--- src/rtl/stopwatch_core.sv ---
// -----------------------------------------------------------------------------
// stopwatch_core
//
// BCD stopwatch (MM:SS.t) counting rising edges of the slow divider output.
// Each synchronized rising edge of dividedClock produces a one-cycle tick.
// While running, each tick advances the count by one tenth. A start/stop/clear
// state machine controls the counter. A lap hold freezes the displayed value
// while the live count keeps running.
//
// Parameters:
//   SYNC_STAGES   synchronizer depth on dividedClock (2..4)
//   WRAP_MINUTES  minute value at which the count wraps to 00:00.0 (1..99)
//
// Ports:
//   sysClk, sysRstN        clock, asynchronous active-low reset
//   dividedClock           asynchronous slow square wave, one count per rise
//   startStopPulse         1-cycle request: IDLE->RUN, RUN<->PAUSE
//   clearPulse             1-cycle request: zero count (IDLE/PAUSE only)
//   lapPulse               1-cycle request: toggle lap hold (RUN/PAUSE only)
//   tenths..minTens        registered BCD display digits
//   running                high while in RUN
//   lapActive              high while the display is frozen
//   overflowPulse          1-cycle pulse when the live count wraps to zero
// -----------------------------------------------------------------------------
module stopwatch_core #(
  parameter int SYNC_STAGES  = 2,
  parameter int WRAP_MINUTES = 60
) (
  input  logic       sysClk,
  input  logic       sysRstN,
  input  logic       dividedClock,
  input  logic       startStopPulse,
  input  logic       clearPulse,
  input  logic       lapPulse,
  output logic [3:0] tenths,
  output logic [3:0] secOnes,
  output logic [3:0] secTens,
  output logic [3:0] minOnes,
  output logic [3:0] minTens,
  output logic       running,
  output logic       lapActive,
  output logic       overflowPulse
);

  localparam int         LAST      = SYNC_STAGES - 1;
  localparam logic [3:0] WRAP_TENS = 4'(WRAP_MINUTES / 10);
  localparam logic [3:0] WRAP_ONES = 4'(WRAP_MINUTES % 10);

  typedef enum logic [1:0] {
    ST_IDLE  = 2'd0,
    ST_RUN   = 2'd1,
    ST_PAUSE = 2'd2
  } state_e;

  typedef struct packed {
    logic [3:0] min_tens;
    logic [3:0] min_ones;
    logic [3:0] sec_tens;
    logic [3:0] sec_ones;
    logic [3:0] tenths;
  } count_t;

  // ---------------------------------------------------------------------------
  // Tick generation
  // ---------------------------------------------------------------------------
  logic [SYNC_STAGES-1:0] sync_q, sync_d;
  logic [SYNC_STAGES-1:0] valid_q, valid_d;
  logic                   edge_q, edge_d;
  logic                   tick;

  // valid_q marks which sync stages hold real samples since reset release.
  // Until the last stage is valid, the edge register is forced to 1, so a
  // dividedClock that is already high at release is not seen as a new edge.
  always_comb begin
    sync_d  = {sync_q[LAST-1:0], dividedClock};
    valid_d = {valid_q[LAST-1:0], 1'b1};
    edge_d  = valid_q[LAST] ? sync_q[LAST] : 1'b1;
  end

  assign tick = sync_q[LAST] & ~edge_q;

  always_ff @(posedge sysClk or negedge sysRstN) begin
    if (!sysRstN) begin
      sync_q  <= '0;
      valid_q <= '0;
      edge_q  <= 1'b0;
    end else begin
      sync_q  <= sync_d;
      valid_q <= valid_d;
      edge_q  <= edge_d;
    end
  end

  // ---------------------------------------------------------------------------
  // BCD increment of the live count with minute wrap
  // ---------------------------------------------------------------------------
  count_t live_q, live_d;
  count_t disp_q, disp_d;
  count_t inc;
  logic   wrap;

  always_comb begin
    inc  = live_q;
    wrap = 1'b0;
    if (live_q.tenths != 4'd9) begin
      inc.tenths = live_q.tenths + 4'd1;
    end else begin
      inc.tenths = 4'd0;
      if (live_q.sec_ones != 4'd9) begin
        inc.sec_ones = live_q.sec_ones + 4'd1;
      end else begin
        inc.sec_ones = 4'd0;
        if (live_q.sec_tens != 4'd5) begin
          inc.sec_tens = live_q.sec_tens + 4'd1;
        end else begin
          inc.sec_tens = 4'd0;
          if (live_q.min_ones != 4'd9) begin
            inc.min_ones = live_q.min_ones + 4'd1;
          end else begin
            inc.min_ones = 4'd0;
            inc.min_tens = live_q.min_tens + 4'd1;
          end
          if ((inc.min_tens == WRAP_TENS) && (inc.min_ones == WRAP_ONES)) begin
            inc  = '0;
            wrap = 1'b1;
          end
        end
      end
    end
  end

  // ---------------------------------------------------------------------------
  // Control state machine, count, lap hold
  // ---------------------------------------------------------------------------
  state_e state_q, state_d;
  logic   lap_q, lap_d;
  logic   overflow_q, overflow_d;
  logic   clear_en;

  // startStopPulse has priority; clear is also ignored while running.
  assign clear_en = clearPulse && !startStopPulse && (state_q != ST_RUN);

  always_comb begin
    state_d    = state_q;
    live_d     = live_q;
    lap_d      = lap_q;
    overflow_d = 1'b0;

    // Counting is judged on the pre-transition state.
    if (tick && (state_q == ST_RUN)) begin
      live_d     = inc;
      overflow_d = wrap;
    end

    if (startStopPulse) begin
      case (state_q)
        ST_IDLE:  state_d = ST_RUN;
        ST_RUN:   state_d = ST_PAUSE;
        ST_PAUSE: state_d = ST_RUN;
        default:  state_d = ST_IDLE;
      endcase
    end

    if (lapPulse && (state_q != ST_IDLE)) begin
      lap_d = ~lap_q;
    end

    if (clear_en) begin
      state_d = ST_IDLE;
      live_d  = '0;
      lap_d   = 1'b0;
    end

    // Hold only while the lap stays active; on its rising transition the
    // pre-increment live count is captured, otherwise follow the live count.
    disp_d = (lap_q && lap_d) ? disp_q : live_q;
  end

  always_ff @(posedge sysClk or negedge sysRstN) begin
    if (!sysRstN) begin
      state_q    <= ST_IDLE;
      live_q     <= '0;
      disp_q     <= '0;
      lap_q      <= 1'b0;
      overflow_q <= 1'b0;
    end else begin
      state_q    <= state_d;
      live_q     <= live_d;
      disp_q     <= disp_d;
      lap_q      <= lap_d;
      overflow_q <= overflow_d;
    end
  end

  assign tenths        = disp_q.tenths;
  assign secOnes       = disp_q.sec_ones;
  assign secTens       = disp_q.sec_tens;
  assign minOnes       = disp_q.min_ones;
  assign minTens       = disp_q.min_tens;
  assign running       = (state_q == ST_RUN);
  assign lapActive     = lap_q;
  assign overflowPulse = overflow_q;

endmodule
--- config.mk ---
export PLATFORM = sky130hd
export DESIGN_NAME = stopwatch_core
export DESIGN_NICKNAME = d
export VERILOG_FILES = /design/src/rtl/stopwatch_core.sv
export SDC_FILE = /design/constraint.sdc
export NUM_CORES = 1
export LEC_CHECK = 0
export BUFFER_PORTS_ARGS = -buffer_cell sky130_fd_sc_hd__buf_2
export CORE_UTILIZATION = 55
export CTS_CLUSTER_DIAMETER = 100
export DETAILED_ROUTE_END_ITERATION = 7
export GPL_TIMING_DRIVEN = 0
export HOLD_SLACK_MARGIN = 0.02
export PLACE_DENSITY_LB_ADDON = 0.05
export RECOVER_POWER = 50
export SLEW_MARGIN = 20
export SYNTH_ARGS = -nofsm -noshare
export SYNTH_HDL_FRONTEND = slang
export SYNTH_SLANG_ARGS = --single-unit
export TNS_END_PERCENT = 50
--- constraint.sdc ---
create_clock -name sysClk -period 4.2 [get_ports sysClk]
set_clock_uncertainty 0.1 [all_clocks]
set_input_delay 0.63 -clock sysClk [delete_from_list [all_inputs] [get_ports sysClk]]
set_output_delay 0.63 -clock sysClk [all_outputs]
set_load 0.01 [all_outputs]
# [Yosys cells after proc, flatten, opt, wreduce, memory -nomap -nowiden]
# Cells that the tools add are included.
[classes] bitwise=3 order_cmp=0 n_reduce_logical=16 n_mux=30 eq_ne=11 addsub=5 shift=0 div_mod_pow=0 n_mul=0
[op_table] cell="$mux W20" count=3
[op_table] cell="$mux W4" count=12
[op_table] cell="$add A4 B1 Y4 const B" count=5
[op_table] cell="$mux W16" count=1
[op_table] cell="$mux W8" count=2
[op_table] cell="$mux W12" count=1
[op_table] cell="$ne A4 B4 Y1 const B" count=3
[op_table] cell="$mux W1" count=8
[op_table] cell="$logic_and A1 B1 Y1" count=6
[op_table] cell="$ne A2 B2 Y1 const B" count=3
[op_table] cell="$reduce_bool A2 Y1" count=3
[op_table] cell="$eq A4 B3 Y1 const B" count=1
[op_table] cell="$logic_not A4 Y1" count=1
[op_table] cell="$mux W2" count=2
[op_table] cell="$ne A4 B3 Y1 const B" count=1
[op_table] cell="$pmux W2 S2" count=1
[op_table] cell="$reduce_and A4 Y1" count=1
[op_table] cell="$reduce_and A3 Y1" count=1
[op_table] cell="$eq A2 B1 Y1 const B" count=1
[op_table] cell="$eq A2 B2 Y1 const B" count=1
[op_table] cell="$logic_not A2 Y1" count=1
[op_table] cell="$ne A2 B1 Y1 const B" count=1
[op_table] cell="$not A1 Y1" count=2
[op_table] cell="$reduce_and A2 Y1" count=1
[op_table] cell="other kinds (3)" count=3
[word_totals] in_bits=6 word_cells=81 memories=0 latch_bits=0 register_bits=49 output_inout_bits=23 mem_bits_ro=0 ramBits=0

# [Depth between registers and ports, before layout]
# Gate-level depths: netlist of run 1.
[depth] ltp_word=13 mapped_depth=7

# [Worst setup path after synthesis of run 1]
# No wires, ideal clock.
[synth_timing] path_type="input port to flip-flop" from="in clearPulse" to="reg disp_q, in the netlist minOnes[3]" path_buffers=1 path_slack_ns=2.325 required_ns=3.975 setup_ns=0.125 arrival_time_ns=1.650 stages=5 path_cell_list="inv_1 > nor3_2 > nand3b_1 > buf_2 > mux2_2"
[synth_between] elab_chain_len=4
[synth_lines] element="start, declared" line="33" rtl="input logic clearPulse,"
[synth_lines] element="$logic_and A1 B1 Y1 (2 in a row)" line="141" rtl="assign clear_en = clearPulse && !startStopPulse && (state_q != ST_RUN);"
[synth_lines] element="$mux W1" line="168" rtl="if (clear_en) begin"
[synth_lines] element="$logic_and A1 B1 Y1" line="176" rtl="disp_d = (lap_q && lap_d) ? disp_q : live_q;"
[synth_lines] element="end signal, assigned" line="189" rtl="disp_q <= disp_d;"
[synth_lines] element="end, declared" line="98" rtl="count_t disp_q, disp_d;"
# Every way passes these cells.
# A chain may end at the register's enable or synchronous reset.

==> results of run 1 <==
path summary, 6_finish.rpt:
check	to	depth (start not counted)
hold / removal	sync_q[1]	0
setup reg to reg	live_q[15]	7
hold reg to reg	sync_q[1]	0
setup / recovery	secTens[0]	1
max in group sysClk	live_q[15]	7
min in group asynchronous	live_q[15]	1
power by group:
group          internal (uW)  switching (uW)
Sequential               550            72.7
Combinational            136             150
Clock                    116             145
Total                    801             368
through the flow:
step	instances	hold slack, ps
CTS	289	259
finish	289	256
floorplan	203	231
detailed placement	281	240
global placement	281	233
global route	289	262
layout by cell type, fill, tap and decap left out, types with 2 or more instances in the layout:
cell      count
clkinv_2      2
nor2b_1       4
nand2_1      15
mux2_1        3
a21oi_1       5
o211ai_1      2
ha_1          7
nor2_1       17
clkbuf_1      7
nand3_1       2
nand3b_1      3
buf_6         2
a31oi_1       2
a21o_1        2
nor3_1        4
xnor2_1       2
o32ai_1       2
dfrtp_1      49
and3_1        3
inv_1         5
clkbuf_8      5
o21ai_0       5
xor2_1        7
mux2_2       18
buf_2        28
nor4_1        2
cells by family (layout without fill, tap and decap cells):
family,after synthesis,in the layout,synth area share
and+or+nand+nor,70,70,0.187
DFF,49,49,0.508
AOI/OAI and AO/OA,29,29,0.0908
muxes,22,22,0.102
buffers and inverters,15,51,0.0342
xor gates and xnor gates,10,10,0.0394
adders and majority gates,7,7,0.0363
other,1,1,0.00155
registers in the layout (all words and copies together) (netlist names):
register and cells:
live_q 20, minOnes 4, minTens 4, secOnes 4
secTens 4, tenths 4, state_q 2, sync_q 2
valid_q 2, edge_q 1, lapActive 1, overflowPulse 1
cell type report:
type	count	area, um2
buffer	9	60.1
clock buffer	6	72.6
clock inverter	2	10.0
fill	339	1430
inverter	6	22.5
multi-input combinational	139	1100
sequential	49	1230
tap	50	62.6
timing repair buffer	28	133
layer usage:
metal / GRT usage / vias to the layer above / routed length [um]
met2: 0.398 / 37 / 2440
met3: 0.0367 / 10 / 125
met1: 0.264 / 851 / 2010
met5: 0 / - / 0
li1: - / 793 / -
met4: 0.0781 / 0 / 71
==> run_summary.xml, run 1 <==
<?xml version="1.0" encoding="UTF-8"?>
<metrics>
  <group name="cts">
    <metric name="cts.clk_slew.worst_paths" unit="ps">80</metric>
    <metric name="cts_tree" unit="">done</metric>
    <metric name="root_cell_of_the_clock_tree" unit="">clkbuf_8</metric>
    <metric name="clkSinkCount" unit="">49</metric>
    <metric name="cts_buffers" unit="">5</metric>
    <metric name="cts_htree_levels" unit="">2</metric>
    <metric name="worstSkewPairLatency" unit="ps">290</metric>
    <metric name="cts_resized" unit="">0</metric>
    <metric name="clock_tree.buffer_depth" unit="">2</metric>
    <metric name="post-cts-setup-buffers" unit="">0</metric>
    <metric name="hold_bufs_at_cts" unit="">0</metric>
  </group>
  <group name="routing">
    <metric name="final_antenna_net_count" unit="">0</metric>
    <metric name="route.vias.total" unit="">1691</metric>
    <metric name="vias_per_cell" unit="">5.85</metric>
    <metric name="routed_wire_length_per_instance" unit="um">16.1</metric>
    <metric name="wirelength" unit="mm">4.65</metric>
    <metric name="remaining_drc_errors" unit="">0</metric>
    <metric name="drt_iter0_drc" unit="">112</metric>
    <metric name="length_of_the_first_detailed_routing_pass_in_iterations" unit="">7</metric>
  </group>
  <group name="sta">
    <metric name="worst_slew_margin_rel" unit="">-0.677</metric>
    <metric name="max_freq" unit="MHz">380</metric>
    <metric name="worstMarginPinSlew" unit="ps">2520</metric>
    <metric name="post-route-worst-setup-slack" unit="ps">1570</metric>
    <metric name="timing.final.crit_period" unit="ps">2630</metric>
    <metric name="hold_violations" unit="">0</metric>
    <metric name="rsz_0062_raised_after_global_routing" unit="">no</metric>
    <metric name="final_max_slew_viol_count" unit="">50</metric>
    <metric name="fin_crit_sh" unit="">0.626</metric>
    <metric name="fin_setup_tns" unit="ps">0</metric>
    <metric name="timing.final.setup_violations" unit="">0</metric>
  </group>
  <group name="yosys">
    <metric name="synth_top_flop_cell" unit="">dfrtp_1</metric>
    <metric name="ys_async_sr_fraction" unit="">1.00</metric>
    <metric name="synth_top_cell_by_area" unit="">dfrtp_1</metric>
    <metric name="synth_area_leaders" unit="">dfrtp_1 (51%), mux2_2 (8.4%), ha_1 (3.6%)</metric>
    <metric name="netlist-cell-type-count" unit="">60</metric>
    <metric name="synth.net_count" unit="">216</metric>
    <metric name="ys_ff_latch" unit="">49</metric>
    <metric name="syn_area" unit="mm2">0.00241</metric>
    <metric name="synthesis.yosys.warnings" unit="">0</metric>
    <metric name="synth_area_per_cell" unit="um2">11.9</metric>
    <metric name="post-synth-top-area-fraction" unit="">0.508</metric>
    <metric name="post_synth_inst_count" unit="">203</metric>
    <metric name="post-synth-top-count-cell" unit="">dfrtp_1</metric>
    <metric name="synth_edf_count" unit="">0</metric>
    <metric name="sequential_to_total_area_share_from_yosys_stat" unit="">0.508</metric>
    <metric name="synth.cells.most_frequent" unit="">dfrtp_1 (49), mux2_2 (18), nor2_1 (17)</metric>
  </group>
  <group name="pwr">
    <metric name="power" unit="uW">1170</metric>
    <metric name="ir_worst_vdd" unit="uV">232</metric>
    <metric name="pwr_density_cell" unit="mW/mm2">435</metric>
    <metric name="power.leakage" unit="uW">0.00136</metric>
  </group>
  <group name="floorplanning">
    <metric name="floorplan.initialDensity" unit="">0.586</metric>
    <metric name="floorplan.core_area" unit="mm2">0.00412</metric>
    <metric name="placement_rows" unit="">23</metric>
    <metric name="die_area" unit="mm2">0.00465</metric>
    <metric name="dieHeight" unit="um">68.2</metric>
    <metric name="num_io_pins" unit="">29</metric>
    <metric name="die_width" unit="um">68.2</metric>
  </group>
  <group name="worst_setup_path">
    <metric name="buffer_and_inverter_count_on_the_worst_path" unit="">1</metric>
    <metric name="max_stage_delay_cell_worst_path" unit="">clkbuf_1</metric>
    <metric name="timing.critical_path.required" unit="ps">3980</metric>
    <metric name="regToRegSetupSlack" unit="ps">2120</metric>
    <metric name="worstPathCellList" unit="">clkbuf_1</metric>
    <metric name="timing.setup.critical_path_class" unit="">primary input to async pin</metric>
    <metric name="worstSetupEndpointType" unit="">async pin</metric>
    <metric name="worst_ep_arrival_time" unit="ps">2410</metric>
    <metric name="worst_flop_to_flop_path_startpoint" unit="">live_q[9]</metric>
    <metric name="setup.worst_path.start_class" unit="">primary input</metric>
    <metric name="worst-path-max-fanout" unit="">49</metric>
    <metric name="max_stage_delay" unit="ps">1760</metric>
    <metric name="cpLargestDelayFamily" unit="">buffers and inverters</metric>
    <metric name="crit_start" unit="">sysRstN</metric>
  </group>
  <group name="global_routing">
    <metric name="vias_in_the_first_global_route" unit="">1615</metric>
    <metric name="antenna_found_initial" unit="">0</metric>
    <metric name="grt.overflow.total" unit="">0</metric>
    <metric name="grt_pass1_wl" unit="mm">7.33</metric>
    <metric name="groute.usage.overall" unit="">0.222</metric>
    <metric name="largest_net_degree_at_the_start_of_global_routing" unit="">50</metric>
  </group>
  <group name="status">
    <metric name="run_status" unit="">finished, violations left</metric>
    <metric name="failed_checks" unit="">max-capacitance violations, max-slew violations</metric>
  </group>
  <group name="place">
    <metric name="placement.setup.worst_slack" unit="ps">1960</metric>
    <metric name="placedInstanceArea" unit="mm2">0.00262</metric>
    <metric name="weighted_congestion_at_the_end_of_routability_driven_global_placement" unit="">0.830</metric>
    <metric name="numPortBuffers" unit="">28</metric>
    <metric name="detailedPlacementHpwl" unit="mm">3.34</metric>
  </group>
  <group name="job">
    <metric name="max-cap-violations" unit="">1</metric>
  </group>
  <group name="finish">
    <metric name="drive_above_1_share" unit="">0.301</metric>
    <metric name="n_antenna_cell" unit="">0</metric>
    <metric name="area_delta_synth_final" unit="%">11.4</metric>
    <metric name="fin_util" unit="">0.653</metric>
    <metric name="final_area" unit="mm2">0.00269</metric>
    <metric name="design.final.nets" unit="">251</metric>
  </group>
  <group name="min_path">
    <metric name="worst_hold_startpoint" unit="">sync_q[0]</metric>
    <metric name="worstHoldPathType" unit="">register to register</metric>
  </group>
</metrics>
Note: power is estimated with default switching activity, not from simulation.
==> run 2, diff against run 1 <==
CORE_UTILIZATION = 52   (was 55)
clock period = 2.2 ns   (was 4.2 ns; I/O delays follow)
==> run 2 against run 1 <==
  * The flow now finishes without violations
  * Sequential power is 90% higher
  * Sequential share of layout area shrank 0.23 points
  * Power increased by 91%
  * First-iteration DRC count down 0.89%
  * Cell count grew 1.0%
  * Combinational power rose by 91%
  * Via count fell by 3.3%
  * Die area increased by 5.6%
  * Final area is 0.51% higher
  * Non-clock buffer count grew 1
  * Count of clock-buffer cells in the layout unchanged
  * Critical path type is now register to register
==> run_summary.xml, run 2 (synthesis results as in run 1) <==
<?xml version="1.0" encoding="UTF-8"?>
<metrics>
  <group name="min_path">
    <metric name="hold_path_end" unit="">sync_q[0]</metric>
    <metric name="count_of_cells_along_the_worst_hold_path" unit="">1</metric>
    <metric name="worstHoldPathType" unit="">primary input to register</metric>
    <metric name="worst_hold_startpoint" unit="">dividedClock</metric>
  </group>
  <group name="pwr">
    <metric name="ir_worst_vdd" unit="uV">471</metric>
    <metric name="power" unit="uW">2230</metric>
    <metric name="pwr_density_cell" unit="mW/mm2">825</metric>
    <metric name="power.leakage" unit="uW">0.00136</metric>
  </group>
  <group name="global_routing">
    <metric name="largest_net_degree_at_the_start_of_global_routing" unit="">50</metric>
    <metric name="vias_in_the_first_global_route" unit="">1603</metric>
    <metric name="groute.usage.overall" unit="">0.197</metric>
    <metric name="grt_pass1_wl" unit="mm">7.49</metric>
    <metric name="antenna_found_initial" unit="">0</metric>
    <metric name="grt.overflow.total" unit="">0</metric>
  </group>
  <group name="floorplanning">
    <metric name="placement_rows" unit="">24</metric>
    <metric name="floorplan.initialDensity" unit="">0.546</metric>
    <metric name="num_io_pins" unit="">29</metric>
    <metric name="die_width" unit="um">70.1</metric>
    <metric name="dieHeight" unit="um">70.1</metric>
    <metric name="die_area" unit="mm2">0.00492</metric>
    <metric name="floorplan.core_area" unit="mm2">0.00441</metric>
  </group>
  <group name="cts">
    <metric name="cts_htree_levels" unit="">2</metric>
    <metric name="cts_resized" unit="">0</metric>
    <metric name="hold_bufs_at_cts" unit="">0</metric>
    <metric name="worstSkewPairLatency" unit="ps">300</metric>
    <metric name="clkSinkCount" unit="">49</metric>
    <metric name="cts.clk_slew.worst_paths" unit="ps">90</metric>
    <metric name="post-cts-setup-buffers" unit="">0</metric>
    <metric name="cts_buffers" unit="">5</metric>
    <metric name="root_cell_of_the_clock_tree" unit="">clkbuf_8</metric>
    <metric name="cts_tree" unit="">done</metric>
    <metric name="clock_tree.buffer_depth" unit="">2</metric>
  </group>
  <group name="routing">
    <metric name="drt_iter0_drc" unit="">111</metric>
    <metric name="wirelength" unit="mm">4.36</metric>
    <metric name="routed_wire_length_per_instance" unit="um">14.9</metric>
    <metric name="route.vias.total" unit="">1636</metric>
    <metric name="length_of_the_first_detailed_routing_pass_in_iterations" unit="">4</metric>
    <metric name="remaining_drc_errors" unit="">0</metric>
    <metric name="vias_per_cell" unit="">5.60</metric>
    <metric name="final_antenna_net_count" unit="">0</metric>
  </group>
  <group name="finish">
    <metric name="n_antenna_cell" unit="">0</metric>
    <metric name="largest-register" unit="">live_q</metric>
    <metric name="largest_reg_flops" unit="">20</metric>
    <metric name="mostFrequentLayoutCell" unit="">dfrtp_1</metric>
    <metric name="drive_above_1_share" unit="">0.304</metric>
    <metric name="finalNonFillerCells" unit="">292</metric>
    <metric name="layout.cells.most_common_list" unit="">dfrtp_1 (49), buf_2 (28), mux2_2 (18)</metric>
    <metric name="area_delta_synth_final" unit="%">12.0</metric>
    <metric name="design.final.nets" unit="">252</metric>
  </group>
  <group name="sta">
    <metric name="timing.final.setup_violations" unit="">0</metric>
    <metric name="final_max_slew_viol_count" unit="">0</metric>
    <metric name="fin_crit_sh" unit="">0.916</metric>
    <metric name="timing.final.crit_period" unit="ps">2010</metric>
    <metric name="max_freq" unit="MHz">496</metric>
    <metric name="rsz_0062_raised_after_global_routing" unit="">no</metric>
    <metric name="fin_setup_tns" unit="ps">0</metric>
    <metric name="worstMarginPinSlew" unit="ps">1170</metric>
    <metric name="post-route-worst-setup-slack" unit="ps">186</metric>
    <metric name="whs" unit="ps">42.9</metric>
    <metric name="worst_slew_margin_rel" unit="">0.220</metric>
    <metric name="hold_violations" unit="">0</metric>
  </group>
  <group name="worst_setup_path">
    <metric name="setup.worst_path.start_class" unit="">register</metric>
    <metric name="timing.critical_path.required" unit="ps">2280</metric>
    <metric name="cpLargestDelayFamily" unit="">simple AND/OR/NAND/NOR gates</metric>
    <metric name="worstSetupEndpointType" unit="">register</metric>
    <metric name="worst-path-max-fanout" unit="">7</metric>
    <metric name="buffer_and_inverter_count_on_the_worst_path" unit="">1</metric>
    <metric name="max_stage_delay_cell_worst_path" unit="">nor4_4</metric>
    <metric name="worst_ep_arrival_time" unit="ps">2100</metric>
    <metric name="worstPathCellList" unit="">inv_1 &gt; ha_1 &gt; nand3b_1 &gt; nor4_4 &gt; nand2_1 &gt; o21ai_0 &gt; a21oi_1</metric>
    <metric name="regToRegSetupSlack" unit="ps">190</metric>
    <metric name="timing.setup.critical_path_class" unit="">register to register</metric>
    <metric name="worstReg2RegEnd" unit="">live_q[15]</metric>
    <metric name="max_stage_delay" unit="ps">550</metric>
    <metric name="reg2regPathDepth" unit="">7</metric>
    <metric name="worst_flop_to_flop_path_startpoint" unit="">live_q[9]</metric>
  </group>
  <group name="place">
    <metric name="placement.setup.worst_slack" unit="ps">180</metric>
    <metric name="weighted_congestion_at_the_end_of_routability_driven_global_placement" unit="">0.779</metric>
    <metric name="numPortBuffers" unit="">28</metric>
    <metric name="detailedPlacementHpwl" unit="mm">3.07</metric>
    <metric name="dp_cells" unit="">283</metric>
  </group>
  <group name="status">
    <metric name="run_status" unit="">finished clean</metric>
  </group>
  <group name="job">
    <metric name="max-cap-violations" unit="">0</metric>
  </group>
</metrics>
==> run 2: changes by cell type in the layout (fill, tap and decap cells not counted), sizes merged <==
cell	delta
dlygate4sd3	+1
==> run 2: worst max-delay path by stage <==
stage,start,endpoint,slack (ps),depth (start not counted)
global placement,live_q[9],live_q[15],230,7
global route,live_q[9],live_q[17],30,7
CTS,live_q[9],live_q[15],170,7
finish,live_q[9],live_q[15],190,7
floorplan,live_q[16],live_q[17],400,6
detailed placement,live_q[9],live_q[15],180,7
==> run 2: final cells by class <==
type                            count  area [um2]
Tap cell                           52        65.1
Timing Repair Buffer               29         144
Fill cell                         375        1710
Buffer                              9        60.1
Clock buffer                        6        72.6
Inverter                            6        22.5
Clock inverter                      2        10.0
Sequential cell                    49        1230
Multi-Input combinational cell    139        1100
==> run 2: per-stage QoR <==
stage | area (um2) | util
3_3_place_gp | 2620 | 0.593
2_1_floorplan | 2410 | -
4_1_cts | 2700 | 0.612
3_5_place_dp | 2620 | 0.593
5_1_grt | 2700 | 0.612
6_report | 2700 | 0.612
==> run 2: power breakdown <==
part           switching (uW)  internal (uW)  leakage [uW]
registers                 132           1050      0.000636
logic                     284            261      0.000680
clock network             281            221     0.0000450
==> run 2: layer usage <==
| metal | GRT usage | routed length [um] | part of all wire | vias up |
|---|---|---|---|---|
| met3 | 0.0476 | 123 | 0.028 | 6 |
| met4 | 0.0489 | 50 | 0.011 | 0 |
| met1 | 0.259 | 2000 | 0.46 | 813 |
| met2 | 0.329 | 2180 | 0.50 | 24 |
| li1 | - | - | - | 793 |
| met5 | 0 | 0 | 0 | - |
==> run 3, diff against run 2 <==
BUFFER_PORTS_ARGS = -buffer_cell sky130_fd_sc_hd__buf_4   (was -buffer_cell sky130_fd_sc_hd__buf_2)
CAP_MARGIN = 20   (was default)
PLACE_DENSITY_LB_ADDON = 0.1   (was 0.05)
==> run 3 against run 2 <==
  * Power up 10%
  * Final area rose by 3.6%
  * Sequential power hardly changed
  * Critical path depth fell by 1
==> run_summary.xml, run 3 (synthesis results as in run 1) <==
<?xml version="1.0" encoding="UTF-8"?>
<metrics>
  <group name="status">
    <metric name="run_status" unit="">finished clean</metric>
  </group>
  <group name="place">
    <metric name="numPortBuffers" unit="">28</metric>
    <metric name="placedInstanceArea" unit="mm2">0.00269</metric>
    <metric name="dp_cells" unit="">283</metric>
    <metric name="weighted_congestion_at_the_end_of_routability_driven_global_placement" unit="">0.789</metric>
    <metric name="detailedPlacementHpwl" unit="mm">3.25</metric>
    <metric name="placement.setup.worst_slack" unit="ps">199</metric>
  </group>
  <group name="cts">
    <metric name="cts.clk_slew.worst_paths" unit="ps">90</metric>
    <metric name="clock_tree.buffer_depth" unit="">2</metric>
    <metric name="cts_htree_levels" unit="">2</metric>
    <metric name="worstSkewPairLatency" unit="ps">300</metric>
    <metric name="cts_resized" unit="">0</metric>
    <metric name="cts_tree" unit="">done</metric>
    <metric name="clkSinkCount" unit="">49</metric>
    <metric name="cts_buffers" unit="">5</metric>
    <metric name="root_cell_of_the_clock_tree" unit="">clkbuf_8</metric>
  </group>
  <group name="finish">
    <metric name="design.final.nets" unit="">253</metric>
    <metric name="area_delta_synth_final" unit="%">16.0</metric>
    <metric name="n_fill_cell" unit="">368</metric>
    <metric name="mostFrequentLayoutCell" unit="">dfrtp_1</metric>
    <metric name="finalNonFillerCells" unit="">293</metric>
    <metric name="drive_above_1_share" unit="">0.307</metric>
    <metric name="final_area" unit="mm2">0.00280</metric>
    <metric name="n_antenna_cell" unit="">0</metric>
    <metric name="layout.cells.most_common_list" unit="">dfrtp_1 (49), buf_4 (23), mux2_2 (18)</metric>
    <metric name="fin_util" unit="">0.634</metric>
    <metric name="multiInputGateArea" unit="mm2">0.00110</metric>
    <metric name="largest_reg_flops" unit="">20</metric>
    <metric name="largest-register" unit="">live_q</metric>
    <metric name="sequential_cell_area" unit="mm2">0.00123</metric>
  </group>
  <group name="global_routing">
    <metric name="groute.usage.overall" unit="">0.213</metric>
    <metric name="grt.overflow.total" unit="">0</metric>
    <metric name="largest_net_degree_at_the_start_of_global_routing" unit="">50</metric>
    <metric name="grt_pass1_wl" unit="mm">8.13</metric>
    <metric name="vias_in_the_first_global_route" unit="">1768</metric>
    <metric name="antenna_found_initial" unit="">0</metric>
  </group>
  <group name="sta">
    <metric name="rsz_0062_raised_after_global_routing" unit="">no</metric>
    <metric name="timing.final.setup_violations" unit="">0</metric>
    <metric name="timing.final.crit_period" unit="ps">2020</metric>
    <metric name="worstMarginPinSlew" unit="ps">1190</metric>
    <metric name="worst_slew_margin_rel" unit="">0.209</metric>
    <metric name="fin_crit_sh" unit="">0.916</metric>
    <metric name="max_freq" unit="MHz">496</metric>
    <metric name="hold_violations" unit="">0</metric>
    <metric name="post-route-worst-setup-slack" unit="ps">184</metric>
    <metric name="fin_setup_tns" unit="ps">0</metric>
    <metric name="final_max_slew_viol_count" unit="">0</metric>
  </group>
  <group name="job">
    <metric name="max-cap-violations" unit="">0</metric>
  </group>
  <group name="routing">
    <metric name="remaining_drc_errors" unit="">0</metric>
    <metric name="routed.top_layer" unit="">met4</metric>
    <metric name="drt-met1-wl" unit="mm">2.08</metric>
    <metric name="wl_met3" unit="um">124</metric>
    <metric name="wirelength" unit="mm">4.71</metric>
    <metric name="final_antenna_net_count" unit="">0</metric>
    <metric name="route.vias.total" unit="">1630</metric>
    <metric name="length_of_the_first_detailed_routing_pass_in_iterations" unit="">4</metric>
    <metric name="routed_wire_length_per_instance" unit="um">16.1</metric>
    <metric name="vias_per_cell" unit="">5.56</metric>
    <metric name="detailroute.wirelength.met2" unit="mm">2.40</metric>
    <metric name="drt_iter0_drc" unit="">100</metric>
  </group>
  <group name="floorplanning">
    <metric name="die_area" unit="mm2">0.00492</metric>
    <metric name="die_width" unit="um">70.1</metric>
    <metric name="placement_rows" unit="">24</metric>
    <metric name="dieHeight" unit="um">70.1</metric>
    <metric name="floorplan.core_area" unit="mm2">0.00441</metric>
    <metric name="num_io_pins" unit="">29</metric>
    <metric name="floorplan.initialDensity" unit="">0.546</metric>
  </group>
  <group name="worst_setup_path">
    <metric name="worst-path-max-fanout" unit="">7</metric>
    <metric name="timing.critical_path.required" unit="ps">2290</metric>
    <metric name="setup.worst_path.start_class" unit="">register</metric>
    <metric name="timing.setup.critical_path_class" unit="">register to register</metric>
    <metric name="worst_ep_arrival_time" unit="ps">2110</metric>
    <metric name="buffer_and_inverter_count_on_the_worst_path" unit="">0</metric>
    <metric name="worstPathCellList" unit="">ha_1 &gt; nand3b_1 &gt; o21ai_0 &gt; o311ai_4 &gt; o32ai_1 &gt; a21oi_2</metric>
    <metric name="max_stage_delay" unit="ps">480</metric>
    <metric name="cpLargestDelayFamily" unit="">compound AO/OA/AOI/OAI gates</metric>
    <metric name="worstSetupEndpointType" unit="">register</metric>
    <metric name="max_stage_delay_cell_worst_path" unit="">dfrtp_1</metric>
    <metric name="regToRegSetupSlack" unit="ps">180</metric>
  </group>
  <group name="pwr">
    <metric name="pwr_density_cell" unit="mW/mm2">878</metric>
    <metric name="ir_worst_vdd" unit="uV">551</metric>
    <metric name="power.leakage" unit="uW">0.00139</metric>
  </group>
  <group name="min_path">
    <metric name="worstHoldPathType" unit="">primary input to register</metric>
  </group>
</metrics>
## run 3: layer usage
layer / track usage / vias to the layer above
met1: 0.257 / 790
met4: 0.0822 / 0
li1: - / 797
met5: 0 / -
met2: 0.374 / 30
met3: 0.0433 / 13
## run 3: final timing paths
path | from | to | cells past startpoint
worst min register to register | sync_q[0] | sync_q[1] | 0
max in group asynchronous | sysRstN | lapActive | 2
worst min-delay path | dividedClock | sync_q[0] | 1
worst max register to register | live_q[16] | live_q[17] | 6
worst max-delay path | live_q[16] | live_q[17] | 6
min in group asynchronous | sysRstN | secTens[1] | 2
## run 3: repair_timing
action                     4_1_cts  5_1_grt
setup buffers                    0        1
hold endpoints to repair        49        0
setup endpoints to repair        0        2
hold buffers                     1        0
## run 3: through the flow
step / hold WS (ps) / power [uW]
global route: 44.1 / 2590
CTS: 27.6 / 2490
finish: 60.8 / 2460
floorplan: -65.6 / 1550
detailed placement: 239 / 1820
global placement: 237 / 1780
## run 3: final cells by class
cell class              count  share of cell area
plain buffers               9              0.0215
repair buffers             30              0.0738
clock inverters             1              0.0107
flip-flops and latches     49               0.438
multi-input cells         139               0.394
well taps                  52              0.0233
clock buffers               7              0.0309
inverters                   6             0.00805
## run 3: report_power, final
group / leakage, uW / switching (uW) / internal [uW] / total (uW)
registers: 0.000636 / 146 / 1050 / 1200
clock network: 0.0000585 / 296 / 371 / 666
logic: 0.000692 / 288 / 307 / 595
total: 0.00139 / 729 / 1730 / 2460
